[config.mk]
export PLATFORM = sky130hd
export DESIGN_NAME = riscv_run_controller
export DESIGN_NICKNAME = d
export VERILOG_FILES = /design/src/rtl/riscv_run_controller.sv
export SDC_FILE = /design/constraint.sdc
export NUM_CORES = 1
export LEC_CHECK = 0
export CAP_MARGIN = 20
export CORE_MARGIN = 4
export CORE_UTILIZATION = 45
export CTS_BUF_LIST = sky130_fd_sc_hd__clkbuf_4 sky130_fd_sc_hd__clkbuf_8
export DETAILED_ROUTE_END_ITERATION = 10
export PLACE_DENSITY = 0.86
export RECOVER_POWER = 25
export SYNTH_ARGS = -nofsm -noshare
export SYNTH_HDL_FRONTEND = slang
export SYNTH_SLANG_ARGS = --single-unit
[constraint.sdc]
create_clock -name clk -period 2.5 [get_ports clk]
set_input_delay 0.375 -clock clk [delete_from_list [all_inputs] [get_ports clk]]
set_output_delay 0.375 -clock clk [all_outputs]
set_load 0.02 [all_outputs]
[src/rtl/riscv_run_controller.sv]
// Run controller for RISC-V core bring-up: pulses core reset, lets the core run for a
// fixed window, folds every register write into a 32-bit signature and checks it
// against an expected value once per run.
module riscv_run_controller #(
  parameter int unsigned     XLEN      = 64,
  parameter int unsigned     RESET_CYC = 1,
  parameter int unsigned     RUN_CYC   = 8,
  parameter int unsigned     NUM_RUNS  = 2,
  parameter logic [XLEN-1:0] RESET_PC  = '0
) (
  input  logic            clk,
  input  logic            reset,
  input  logic            start,
  input  logic            wb_valid,
  input  logic [4:0]      wb_rd,
  input  logic [XLEN-1:0] wb_data,
  input  logic [XLEN-1:0] pc,
  input  logic [31:0]     expected_sig,
  output logic            core_reset,
  output logic            busy,
  output logic            run_done,
  output logic [7:0]      run_idx,
  output logic [31:0]     signature,
  output logic [15:0]     wb_count,
  output logic            pc_err,
  output logic            pass,
  output logic            fail
);

  typedef enum logic [2:0] {StIdle, StRst, StRun, StCheck, StDone} state_e;

  state_e      state_q, state_d;
  logic [31:0] cnt_q, cnt_d;
  logic [7:0]  run_idx_q, run_idx_d;
  logic [31:0] sig_q, sig_d;
  logic [15:0] wb_count_q, wb_count_d;
  logic        pc_err_q, pc_err_d;
  logic        mismatch_q, mismatch_d;
  logic [31:0] fold;
  logic        wb_hit;

  // Fold the upper half of a wide write onto the low word.
  if (XLEN > 32) begin : g_fold_wide
    assign fold = wb_data[31:0] ^ 32'(wb_data[XLEN-1:32]);
  end else begin : g_fold_narrow
    assign fold = wb_data[31:0];
  end

  // Writes to x0 are architecturally discarded, so they never touch the signature.
  assign wb_hit = wb_valid && (wb_rd != 5'd0);

  // Next-state and datapath updates for the run sequence.
  always_comb begin
    state_d    = state_q;
    cnt_d      = cnt_q;
    run_idx_d  = run_idx_q;
    sig_d      = sig_q;
    wb_count_d = wb_count_q;
    pc_err_d   = pc_err_q;
    mismatch_d = mismatch_q;
    unique case (state_q)
      StIdle, StDone: begin
        if (start) begin
          state_d    = StRst;
          cnt_d      = '0;
          run_idx_d  = '0;
          sig_d      = '0;
          wb_count_d = '0;
          pc_err_d   = 1'b0;
          mismatch_d = 1'b0;
        end
      end
      StRst: begin
        if (cnt_q == 32'(RESET_CYC - 1)) begin
          state_d = StRun;
          cnt_d   = '0;
        end else begin
          cnt_d = cnt_q + 32'd1;
        end
      end
      StRun: begin
        if ((cnt_q == 32'd0) && (pc != RESET_PC)) pc_err_d = 1'b1;
        if (wb_hit) begin
          sig_d = {sig_q[30:0], sig_q[31]} ^ fold ^ {27'b0, wb_rd};
          if (wb_count_q != 16'hFFFF) wb_count_d = wb_count_q + 16'd1;
        end
        if (cnt_q == 32'(RUN_CYC - 1)) begin
          state_d = StCheck;
          cnt_d   = '0;
        end else begin
          cnt_d = cnt_q + 32'd1;
        end
      end
      StCheck: begin
        if (sig_q != expected_sig) mismatch_d = 1'b1;
        if (run_idx_q == 8'(NUM_RUNS - 1)) begin
          state_d = StDone;
        end else begin
          state_d    = StRst;
          run_idx_d  = run_idx_q + 8'd1;
          cnt_d      = '0;
          sig_d      = '0;
          wb_count_d = '0;
        end
      end
      default: state_d = StIdle;
    endcase
  end

  // State and counter registers with synchronous reset.
  always_ff @(posedge clk) begin
    if (reset) begin
      state_q    <= StIdle;
      cnt_q      <= '0;
      run_idx_q  <= '0;
      sig_q      <= '0;
      wb_count_q <= '0;
      pc_err_q   <= 1'b0;
      mismatch_q <= 1'b0;
    end else begin
      state_q    <= state_d;
      cnt_q      <= cnt_d;
      run_idx_q  <= run_idx_d;
      sig_q      <= sig_d;
      wb_count_q <= wb_count_d;
      pc_err_q   <= pc_err_d;
      mismatch_q <= mismatch_d;
    end
  end

  assign core_reset = (state_q != StRun);
  assign busy       = (state_q == StRst) || (state_q == StRun) || (state_q == StCheck);
  assign run_done   = (state_q == StCheck);
  assign run_idx    = run_idx_q;
  assign signature  = sig_q;
  assign wb_count   = wb_count_q;
  assign pc_err     = pc_err_q;
  assign pass       = (state_q == StDone) && !(mismatch_q || pc_err_q);
  assign fail       = (state_q == StDone) && (mismatch_q || pc_err_q);

endmodule
After elaboration in Yosys (flattened, before gate mapping)
Cells that the tools add are included.
{"block": "op_classes", "muxes": 25, "n_reduce_logical": 24, "n_bitwise": 3, "addsub": 3, "n_eq_ne": 17}
{"op": "two-way mux 32 bit", "count": 5}
{"op": "one-hot mux 32 bit (4 select lines)", "count": 1}
{"op": "one-hot mux 32 bit (3 select lines)", "count": 1}
{"op": "two-way mux 16 bit", "count": 4}
{"op": "nonzero test 64 bit", "count": 1}
{"op": "bitwise XOR 32 bit", "count": 2}
{"op": "one-hot mux 16 bit (3 select lines)", "count": 1}
{"op": "adder 32 x 1 -> 32 bit, second input constant", "count": 1}
{"op": "equality test 32 x 3 -> 1 bit, second input constant", "count": 1}
{"op": "logical NOT 32 bit", "count": 1}
{"op": "inequality test 32 bit", "count": 1}
{"op": "bitwise XOR 32 x 5 -> 32 bit", "count": 1}
{"op": "adder 16 x 1 -> 16 bit, second input constant", "count": 1}
{"op": "two-way mux 8 bit", "count": 2}
{"op": "inequality test 16 bit, second input constant", "count": 1}
{"op": "one-hot mux 8 bit (2 select lines)", "count": 1}
{"op": "AND reduction 3 bit", "count": 5}
{"op": "inequality test 2 bit, second input constant", "count": 7}
{"op": "two-way mux 3 bit", "count": 4}
{"op": "one-hot mux 3 bit (4 select lines)", "count": 1}
{"op": "adder 8 x 1 -> 8 bit, second input constant", "count": 1}
{"op": "equality test 8 x 1 -> 1 bit, second input constant", "count": 1}
{"op": "equality test 3 x 2 -> 1 bit, second input constant", "count": 2}
{"op": "AND reduction 5 bit", "count": 1}
{"op": "16 further kinds", "count": 25}
{"block": "totals", "wordCells": 79, "inputBits": 169, "register_bits": 93}

Depth between registers and ports, before layout
Gate-level depths: netlist of the first run.
{"block": "logic_depth", "depth_word": 5, "ltp_mapped": 10}

Worst setup path before layout of the first run
OpenSTA, ideal clock, no wires.
{"block": "synth_timing", "kind": "register to register", "startpoint": "register run_idx_q[1], in the netlist run_idx[1]", "endpoint": "register cnt_q[29]", "stages_incl_launch_ff": 9, "path_buffers": 0, "setup_time_ns": 0.132, "slack_ns": 0.378, "arrival_ns": 1.990, "t_required_ns": 2.368, "cell_sequence": "dfxtp_1 inv_1 ha_1 and4bb_4 a311oi_1 nor2_1 nor4b_1 xnor2_1 nor3_1"}
{"block": "synth_between", "elab_chain_len": 3}
{"element": "start, declared", "line": "34", "rtl": "logic [7:0] run_idx_q, run_idx_d;"}
{"element": "start signal, assigned", "line": "123", "rtl": "run_idx_q <= run_idx_d;"}
{"element": "equality test 8 x 1 -> 1 bit", "line": "96", "rtl": "if (run_idx_q == 8'(NUM_RUNS - 1)) begin"}
{"element": "inequality test 2 bit (no line)"}
{"element": "AND reduction 3 bit (no line)"}
{"element": "end signal, assigned", "line": "122", "rtl": "cnt_q <= cnt_d;"}
{"element": "end, declared", "line": "33", "rtl": "logic [31:0] cnt_q, cnt_d;"}
Every way passes these cells.
A chain may end at the register's enable or synchronous reset.

Worst setup path after layout of the first run
{"block": "layout_timing", "startpoint": "register state_q[2]", "endpoint": "output core_reset"}
{"block": "layout_between", "elab_chain_len": 1}
{"element": "start, declared", "line": "32", "rtl": "state_e state_q, state_d;"}
{"element": "start signal, assigned", "line": "113", "rtl": "state_q <= StIdle;"}
{"element": "start signal, assigned", "line": "121", "rtl": "state_q <= state_d;"}
{"element": "inequality test 3 x 2 -> 1 bit", "line": "131", "rtl": "assign core_reset = (state_q != StRun);"}
{"element": "end, declared", "line": "19", "rtl": "output logic core_reset,"}
Every way passes these cells.

==> out/metrics.csv, run 1 <==
stage,metric,value,unit
power_and_ir_drop,netSwitchingPower,1.46,mW
die,dieArea,14100,um^2
drt,drtIter0Drc,402,
setup_path,r2r_end,cnt_q[8],
timing,grt_setup_unrepaired,false,
placement,place.detailed.instances,1045,
yosys,synth_cells,674,
power_and_ir_drop,ir_drop,0.330,mV
cells_and_area,register_area,1860,um^2
setup_path,r2r-start,cnt_q[19],
power_and_ir_drop,power_per_cell_area,508,nW/um^2
cells_and_area,multi_input_area,3480,um^2
setup_path,critical_path.cell_chain,"nor2b_1, and2b_1, clkinv_1, clkdlybuf4s50_1",
drt,vias_per_cell,5.53,
setup_path,cp_class,register to output port,
clocking,cts-root-to-sink-buffers,2,
yosys,synth_top_area_share,0.338,
die,die_width,119,um
global_route,globalRouteTotalUtil,0.252,
drt,route.detailed.drc,0,
global_route,grt_start_max_net_pins,56,
die,fp.coreArea,12000,um^2
clocking,path_clk_slew,0.10,ns
timing,fin_clk_skew,0.00917,ns
power_and_ir_drop,static-leakage-power,2.95,nW
power_and_ir_drop,switching_share,0.346,
setup_path,critical_path.n_buffers_inverters,2,
min_path,hp-class,register to register,
drt,drt-total-wl,18.4,mm
timing,min_period,2.35,ns
timing,setup_viol,0,
yosys,synth.net_count,848,
min_path,min-delay-start,cnt_q[31],
power_and_ir_drop,power_report.internal_total,2.76,mW
clocking,cts_tree,done,
yosys,post_synth_num_cell_types,61,
placement,hpwl,14.3,mm
power_and_ir_drop,design_power_total,4.21,mW
die,initial_core_util,0.459,
cells_and_area,final.fill_count,961,
setup_path,cp_top_family,buffers and inverters,
min_path,hold_path_depth,1,
cells_and_area,fraction_of_layout_cells_with_a_size_suffix_above_1,0.0699,
timing,timing_hold_violations_final,0,
drt,antenna_violating_nets_post_route,0,
drt,drt-pass1-iter-count,5,
setup_path,worst-r2r-cell-count,7,
setup_path,cp_slowest_cell,clkdlybuf4s50_1,
clocking,cts_sinks,93,
yosys,synth-warning-count,0,
clocking,cts.htree.levels,3,
clocking,cts_hold_repair.buffers,0,
cells_and_area,finalNetCount,1084,
yosys,library_cell_with_the_highest_instance_count_after_synthesis,dfxtp_1,
job,maxCapViolations,0,
power_and_ir_drop,reg_power_frac,0.389,
timing,transition_at_the_pin_with_the_smallest_max_transition_slack,0.662,ns
timing,final_max_slew_viol_count,0,
clocking,clkLatencyLatePin,0.37,ns
setup_path,crit_arrival,1.98,ns
global_route,vias_in_the_first_global_route,5580,
yosys,yosysTopAreaCell,dfxtp_1,
yosys,syn_avg_cell_area,8.17,um^2
timing,fmaxAchievable,0.425,GHz
yosys,synth_async_sr_flop_share,0,
yosys,synth_top_cells_by_count,"93 x dfxtp_1, 82 x nor2_1, 81 x xnor2_1, 60 x a21oi_1, 44 x nor3_1",
setup_path,max_stage_delay,0.67,ns
setup_path,crit_path_start_kind,register,
clocking,cts_inserted_buffers,9,
drt,detailroute.via_count,5871,
die,rows,40,
cells_and_area,utilization,0.691,
clocking,post-cts-setup-buffer-count,0,
timing,worst_slew_margin_rel,0.557,
yosys,synth_enable_flop_cells,0,
outcome,outcome,completed,
power_and_ir_drop,clockPowerShare,0.260,
die,pin_count,231,
cells_and_area,insertedDiodeCount,0,
drt,route.detailed.wl_per_inst,17.3,um
global_route,grt_antenna_before_repair,0,
setup_path,crit_path_max_fanout,10,
clocking,cts_root_buf,clkbuf_8,
cells_and_area,area_overhead_vs_synth,50.6,%
yosys,dominantRegCellSynth,dfxtp_1,
die,die_height,119,um
placement,io_buffer_count,230,
cells_and_area,post_layout_instance_count_excluding_filler_cells,1062,
global_route,grt_first_pass_wirelength,28.9,mm
global_route,grt_overflow_total,0,
yosys,synth-seq-area-share,0.338,
yosys,ys_seq_elements,93,
yosys,synthTopCellsByArea,"dfxtp_1 34%, xnor2_1 13%, xor2_1 5.9%",
setup_path,worst_setup_path_end_kind,output port,
setup_path,required,2.12,ns
yosys,synth_area,5510,um^2
setup_path,regToRegSetupSlack,0.15,ns
timing,fin_crit_sh,0.941,
min_path,whs_endpoint,cnt_q[31],
power_and_ir_drop,power.share.combinational,0.351,
placement,gp_routability_congestion,0.912,
==> worst reg2reg max path: stages, from the launching register on <==
cell and delay [ns]:
dfxtp_1 0.37, nor4_1 0.38, nand4_1 0.32, o31ai_4 0.40
a21oi_2 0.14, buf_4 0.22, and3_1 0.18, a221o_1 0.24
==> worst max-delay path by stage <==
stage	slack [ns]	to	from	depth (start not counted)
2_1_floorplan	0.38	cnt_q[29]	run_idx[1]	8
3_3_place_gp	-0.05	cnt_q[12]	start	6
3_5_place_dp	-0.09	signature[11]	wb_rd[3]	8
4_1_cts	0.03	core_reset	state_q[1]	4
5_1_grt	0.03	pass	state_q[0]	4
6_report	0.15	core_reset	state_q[2]	4
==> through the flow <==
step | worst slack (ns) | hold WS [ns] | cell area, um^2 | setup TNS [ns]
final | 0.147 | 0.480 | 8290 | 0
after detailed placement | -0.0921 | 0.468 | 8070 | -1.83
after global routing | 0.0266 | 0.499 | 8290 | 0
after global placement | -0.0545 | 0.452 | 8070 | -0.210
after floorplan | 0.378 | 0.439 | 5510 | 0
after CTS | 0.0265 | 0.484 | 8290 | 0
==> cell families (layout without fill, tap and decap cells) <==
| family | count (synthesis) | after routing | synth area share |
|---|---|---|---|
| adder cells (fa/ha/maj) | 5 | 5 | 0.0114 |
| AND/OR/NAND/NOR | 293 | 293 | 0.282 |
| buffers and inverters | 41 | 282 | 0.0336 |
| XOR/XNOR | 118 | 118 | 0.188 |
| multiplexers | 3 | 3 | 0.00568 |
| AO/OA/AOI/OAI | 121 | 121 | 0.142 |
| flip-flops | 93 | 93 | 0.338 |
==> repair_timing <==
| action | CTS | global route |
|---|---|---|
| endpoints found under the hold margin | 0 | 0 |
| gates resized for setup | 0 | 3 |
| setup endpoints to repair | 0 | 3 |
==> power by group through the flow <==
stage	Combinational (mW)	Clock [mW]	Sequential (mW)
floorplan	0.785	0	1.68
global placement	1.43	0	1.67
detailed placement	1.46	0	1.67
CTS	1.47	1.11	1.64
global route	1.60	1.18	1.65
finish	1.48	1.10	1.64
==> cell usage in the layout, fill, tap and decap left out, types with 8 or more instances in the layout <==
| master | netlist | routed |
|---|---|---|
| inv_1 | 8 | 8 |
| nand4_1 | 29 | 29 |
| xor2_1 | 37 | 37 |
| nor2_1 | 82 | 81 |
| a21oi_1 | 60 | 60 |
| dlygate4sd3_1 | 0 | 33 |
| nor4_1 | 24 | 24 |
| clkdlybuf4s50_1 | 0 | 196 |
| a31oi_1 | 13 | 13 |
| dfxtp_1 | 93 | 92 |
| nand2_1 | 33 | 33 |
| o21ai_0 | 13 | 13 |
| xnor2_1 | 81 | 81 |
| clkbuf_8 | 0 | 10 |
| and3_1 | 12 | 12 |
| buf_4 | 1 | 22 |
| nand3_1 | 23 | 23 |
| nor3_1 | 44 | 44 |
==> sequential cells by signal, summed over array words and instances, names as in the netlist <==
signal,flops
cnt_q,32
run_idx,8
pc_err,1
signature,32
state_q,3
wb_count,16
mismatch_q,1
==> per-layer routing <==
layer	global-route usage	part of all wire	vias up
li1	-	-	2894
met1	0.306	0.41	2738
met2	0.448	0.51	209
met3	0.0512	0.061	30
met4	0.0702	0.022	0
met5	0	0	-
==> area by class of cell <==
class / instances / share of cell area
tap: 147 / 0.0222
multi-input combinational: 540 / 0.419
sequential: 93 / 0.225
clock inverter: 6 / 0.00935
timing repair buffer: 257 / 0.304
clock buffer: 10 / 0.0166
inverter: 9 / 0.00407
(Power assumes the default switching activity.)
==> inputs of run 2 (changes only) <==
Settings changed: SLEW_MARGIN set to 20.
Clock period 2.5 ns to 2.7 ns, I/O delays scaled along.
==> run 2 against run 1 <==
Against the previous run:
- worst setup slack better by 0.033 ns
- largest cell class unchanged
- clock skew rose by 0.0042 ns
- sequential power down 7%
- largest power group unchanged
- core utilization is 0.81 points lower
- critical path type unchanged
- clock power is 13% lower
- sequential cell count unchanged
==> out/metrics.csv, run 2 (synthesis results as in run 1) <==
stage,metric,value,unit,change
timing,finalWorstSetupSlack,0.180,ns,+0.0327 ns
cells_and_area,finalNetCount,1074,,-0.92%
cells_and_area,register_area,1860,um^2,about the same
clocking,cts.htree.levels,3,,unchanged
setup_path,required,2.30,ns,+0.18 ns
clocking,cts_hold_repair.buffers,0,,unchanged
power_and_ir_drop,static-leakage-power,2.90,nW,-1.9%
outcome,outcome,completed,,
timing,holdWs,0.492,ns,+0.0113 ns
clocking,cts_inserted_buffers,9,,unchanged
die,pin_count,231,,unchanged
clocking,cts_root_buf,clkbuf_8,,
drt,route.detailed.drc,0,,unchanged
global_route,vias_in_the_first_global_route,5531,,-0.88%
cells_and_area,insertedDiodeCount,0,,unchanged
clocking,path_clk_slew,0.09,ns,about the same
global_route,grt_antenna_before_repair,0,,unchanged
die,die_height,119,um,unchanged
clocking,cts-root-to-sink-buffers,2,,unchanged
timing,fmaxAchievable,0.397,GHz,
die,die_width,119,um,unchanged
global_route,grt_first_pass_wirelength,28.2,mm,-2.3%
global_route,globalRouteTotalUtil,0.245,,-0.00682
clocking,cts.repair.resized,0,,unchanged
drt,drtIter0Drc,441,,+9.7%
drt,route.detailed.wl_per_inst,17.0,um,-1.9%
setup_path,crit_arrival,2.12,ns,+0.14 ns
min_path,hp-class,input port to register,,
drt,drt-pass1-iter-count,5,,unchanged
cells_and_area,fraction_of_layout_cells_with_a_size_suffix_above_1,0.0575,,-0.0125
clocking,cts_tree,done,,
timing,grt_setup_unrepaired,false,,
placement,gp_routability_congestion,0.896,,-1.8%
timing,timing_hold_violations_final,0,,unchanged
cells_and_area,final.fill_count,964,,+0.31%
clocking,clkLatencyLatePin,0.37,ns,about the same
placement,place.detailed.instances,1036,,-0.86%
cells_and_area,multi_input_area,3480,um^2,about the same
clocking,post-cts-setup-buffer-count,0,,unchanged
power_and_ir_drop,ir_drop,0.270,mV,-18%
timing,setup_viol,0,,unchanged
die,initial_core_util,0.459,,unchanged
cells_and_area,layout.cells.most_common_list,"196 x clkdlybuf4s50_1, 93 x dfxtp_1, 81 x nor2_1, 81 x xnor2_1, 60 x a21oi_1",,
setup_path,crit_path_max_fanout,9,,-1
power_and_ir_drop,power_per_cell_area,466,nW/um^2,-8.3%
drt,antenna_violating_nets_post_route,0,,unchanged
cells_and_area,utilization,0.682,,-0.00813
timing,min_period,2.52,ns,
cells_and_area,post_layout_instance_count_excluding_filler_cells,1052,,-0.94%
timing,fin_clk_skew,0.0134,ns,+0.00422 ns
global_route,grt_start_max_net_pins,49,,-13%
cells_and_area,area_overhead_vs_synth,48.8,%,
drt,detailroute.via_count,5851,,-0.34%
die,rows,40,,unchanged
job,maxCapViolations,0,,unchanged
die,dieArea,14100,um^2,unchanged
placement,io_buffer_count,230,,unchanged
die,fp.coreArea,12000,um^2,unchanged
drt,vias_per_cell,5.56,,+0.61%
global_route,grt_overflow_total,0,,unchanged
timing,fin_crit_sh,0.933,,
timing,final_max_slew_viol_count,0,,unchanged
drt,drt-total-wl,17.9,mm,-2.8%
timing,transition_at_the_pin_with_the_smallest_max_transition_slack,0.686,ns,+0.0238 ns
cells_and_area,most_common_library_cell_in_the_layout_ignoring_fill_and_taps,clkdlybuf4s50_1,,
setup_path,worst_setup_path_end_kind,output port,,
placement,hpwl,14.3,mm,-0.45%
setup_path,crit_path_start_kind,register,,
timing,worst_slew_margin_rel,0.542,,-0.0147
placement,placement.setup.worst_slack,0.0839,ns,+0.176 ns
setup_path,cp_class,register to output port,,
timing,setup-tns-final,0,ns,unchanged
clocking,cts_sinks,93,,unchanged
-- run 2: worst paths after layout --
kind                              endpoint  cells after the start  startpoint  slack (ns)
worst max-delay path            core_reset                      5  state_q[1]        0.18
worst min-delay path              cnt_q[4]                      4       reset        0.49
worst max register to register   cnt_q[20]                      7  state_q[0]        0.32
worst min register to register   cnt_q[21]                      1   cnt_q[21]        0.49
-- run 2: routing by layer --
| metal | up-vias | GRT usage | part of all wire |
|---|---|---|---|
| met1 | 2742 | 0.294 | 0.41 |
| li1 | 2872 | - | - |
| met3 | 19 | 0.0584 | 0.064 |
| met4 | 0 | 0.0471 | 0.013 |
| met5 | - | 0 | 0 |
| met2 | 218 | 0.445 | 0.51 |
-- run 2: per-stage QoR --
step / total power [mW] / instance area, um^2
after global routing: 4.01 / 8200
after floorplan: 2.28 / 5510
after CTS: 3.84 / 8210
after detailed placement: 2.90 / 8000
final: 3.82 / 8200
after global placement: 2.87 / 8000
-- run 2: final cells by class --
class	instances	share of cell area
multi-input combinational	540	0.424
timing repair buffer	247	0.298
sequential	93	0.227
tap	147	0.0224
clock buffer	10	0.0160
clock inverter	6	0.00870
inverter	9	0.00412
-- run 2: report_power, final --
| part | switching, mW | total, mW | internal [mW] |
|---|---|---|---|
| Clock | 0.505 | 0.953 | 0.448 |
| Combinational | 0.706 | 1.34 | 0.639 |
| Sequential | 0.0924 | 1.52 | 1.43 |
-- run 2: critical path, stage by stage (launching register included) --
cell and delay [ns]:
dfxtp_1 0.52, nor2b_1 0.20, and2b_1 0.20, buf_4 0.15, clkinv_1 0.07, clkdlybuf4s50_1 0.61
==> inputs of run 3 (changes only) <==
Settings changed: CORE_UTILIZATION 45 to 35, CTS_CLUSTER_SIZE set to 14, PLACE_DENSITY 0.86 to 0.7.
==> run 3 against run 2 <==
Against the previous run:
- cell area grew 1.2%
- sequential power is essentially flat
- non-clock buffer count shrank 4
- first-iteration DRC count shrank 43%
- hold slack lost 0.21 ns
- register-to-register slack gained 0.05 ns
- cell count grew 5.7%
- clock skew shrank 0.0031 ns
- combinational power is essentially flat
- global-route usage shrank 5.7 points
- critical path depth shrank 1
==> out/metrics.csv, run 3 (synthesis results as in run 1) <==
stage,metric,value,unit,change
outcome,outcome,completed,,
cells_and_area,utilization,0.541,,-0.141
setup_path,crit_path_max_fanout,9,,unchanged
setup_path,max_stage_delay,0.58,ns,-0.03 ns
drt,drt-total-wl,17.3,mm,-3.0%
job,maxCapViolations,0,,unchanged
setup_path,cp_slowest_cell,clkdlybuf4s50_1,,
clocking,cts_inserted_buffers,9,,unchanged
die,dieArea,17800,um^2,+27%
cells_and_area,area_overhead_vs_synth,50.5,%,
setup_path,critical_path.cell_chain,"nor2b_1, and2b_2, clkinv_1, clkdlybuf4s50_1",,
clocking,clkLatencyLatePin,0.36,ns,about the same
power_and_ir_drop,static-leakage-power,2.91,nW,+0.51%
drt,route.detailed.wl_per_inst,15.6,um,-8.2%
global_route,vias_in_the_first_global_route,5446,,-1.5%
timing,grt_setup_unrepaired,false,,
die,rows,45,,+13%
timing,transition_at_the_pin_with_the_smallest_max_transition_slack,0.510,ns,-0.176 ns
setup_path,cp_class,register to output port,,
power_and_ir_drop,ir_drop,0.267,mV,-1.3%
drt,drt-pass1-iter-count,4,,-1
power_and_ir_drop,power_per_cell_area,475,nW/um^2,+2.1%
drt,vias_per_cell,5.15,,-7.3%
die,die_height,133,um,+12%
timing,setup_viol,0,,unchanged
setup_path,crit_path_start_kind,register,,
timing,fmaxAchievable,0.410,GHz,+3.2%
clocking,path_clk_slew,0.09,ns,about the same
timing,fin_crit_sh,0.904,,-0.0293
global_route,globalRouteTotalUtil,0.187,,-0.0574
placement,gp_routability_congestion,0.855,,-4.5%
drt,drtIter0Drc,251,,-43%
placement,io_buffer_count,230,,unchanged
min_path,hp-class,input port to register,,
cells_and_area,fraction_of_layout_cells_with_a_size_suffix_above_1,0.0555,,-0.00196
setup_path,crit_arrival,2.04,ns,-0.08 ns
global_route,grt_start_max_net_pins,65,,+33%
clocking,cts_sinks,93,,unchanged
placement,place.detailed.instances,1096,,+5.8%
global_route,grt_overflow_total,0,,unchanged
clocking,post-cts-setup-buffer-count,0,,unchanged
placement,hpwl,13.8,mm,-3.5%
setup_path,required,2.30,ns,about the same
timing,final_max_slew_viol_count,0,,unchanged
setup_path,worst_setup_path_end_kind,output port,,
drt,detailroute.via_count,5732,,-2.0%
timing,setup-tns-final,0,ns,unchanged
clocking,cts-root-to-sink-buffers,2,,unchanged
cells_and_area,most_common_library_cell_in_the_layout_ignoring_fill_and_taps,clkdlybuf4s50_1,,
die,pin_count,231,,unchanged
clocking,cts.repair.resized,0,,unchanged
cells_and_area,layout.cells.most_common_list,"193 x clkdlybuf4s50_1, 93 x dfxtp_1, 82 x nor2_1",,
min_path,hold_path_depth,2,,-2
clocking,cts_hold_repair.buffers,0,,unchanged
cells_and_area,post_layout_instance_count_excluding_filler_cells,1112,,+5.7%
drt,route.detailed.drc,0,,unchanged
setup_path,worst-r2r-cell-count,7,,unchanged
cells_and_area,finalNetCount,1070,,-0.37%
timing,fin_clk_skew,0.0103,ns,-0.00312 ns
cells_and_area,insertedDiodeCount,0,,unchanged
timing,min_period,2.44,ns,-0.0791 ns
clocking,cts_root_buf,clkbuf_8,,
die,die_width,133,um,+12%
timing,timing_hold_violations_final,0,,unchanged
global_route,grt_antenna_before_repair,0,,unchanged
clocking,cts_tree,done,,
clocking,cts.htree.levels,3,,unchanged
die,initial_core_util,0.360,,-0.0989
die,fp.coreArea,15300,um^2,+28%
timing,worst_slew_margin_rel,0.655,,+0.113
drt,antenna_violating_nets_post_route,0,,unchanged
global_route,grt_first_pass_wirelength,27.2,mm,-3.7%
[run 3: changes by cell type in the layout (fill, tap and decap cells not counted), moves of 2 or more]
cell / change
clkdlybuf4s50_1: -3
buf_4: -2
dlygate4sd3_1: +3
clkbuf_8: +3
clkbuf_1: -2
[run 3: path summary, 6_finish.rpt]
| kind | endpoint | startpoint | slack, ns |
|---|---|---|---|
| worst max-delay path | core_reset | state_q[1] | 0.26 |
| worst min-delay path | cnt_q[0] | reset | 0.29 |
| worst max register to register | cnt_q[23] | cnt_q[19] | 0.37 |
| worst min register to register | cnt_q[31] | cnt_q[31] | 0.48 |
[run 3: through the flow]
stage / power, mW / setup slack, ns / hold slack (ns) / instance area [um^2]
floorplan: 2.28 / 0.578 / 0.439 / 5510
global placement: 2.88 / 0.181 / 0.465 / 8050
detailed placement: 2.89 / 0.124 / 0.465 / 8050
CTS: 3.99 / 0.102 / 0.261 / 8290
global route: 4.17 / 0.0714 / 0.283 / 8290
finish: 3.94 / 0.259 / 0.286 / 8290
[run 3: critical path: cells and delay by family, from the launching register on]
kind | cells | cell delay [ns]
buffers and inverters | 2 | 0.69
and+or+nand+nor | 2 | 0.48
DFF | 1 | 0.50
[run 3: power breakdown]
part           total, mW  leakage (nW)  switching, mW  internal (mW)
logic               1.33          2.04          0.696          0.633
clock network       1.10         0.119          0.494          0.601
registers           1.52         0.750         0.0903           1.43
[run 3: area by class of cell]
type / instances / area [um^2]
clock buffer: 12 / 165
clock inverter: 4 / 76.3
fill: 1500 / 7020
inverter: 9 / 33.8
multi-input combinational: 540 / 3470
sequential: 93 / 1860
tap: 211 / 264
timing repair buffer: 243 / 2420
[run 3: per-layer routing]
| metal | track usage | part of all wire |
|---|---|---|
| met5 | 0 | 0 |
| met4 | 0.0491 | 0.015 |
| met3 | 0.0510 | 0.083 |
| met2 | 0.326 | 0.47 |
| met1 | 0.229 | 0.43 |
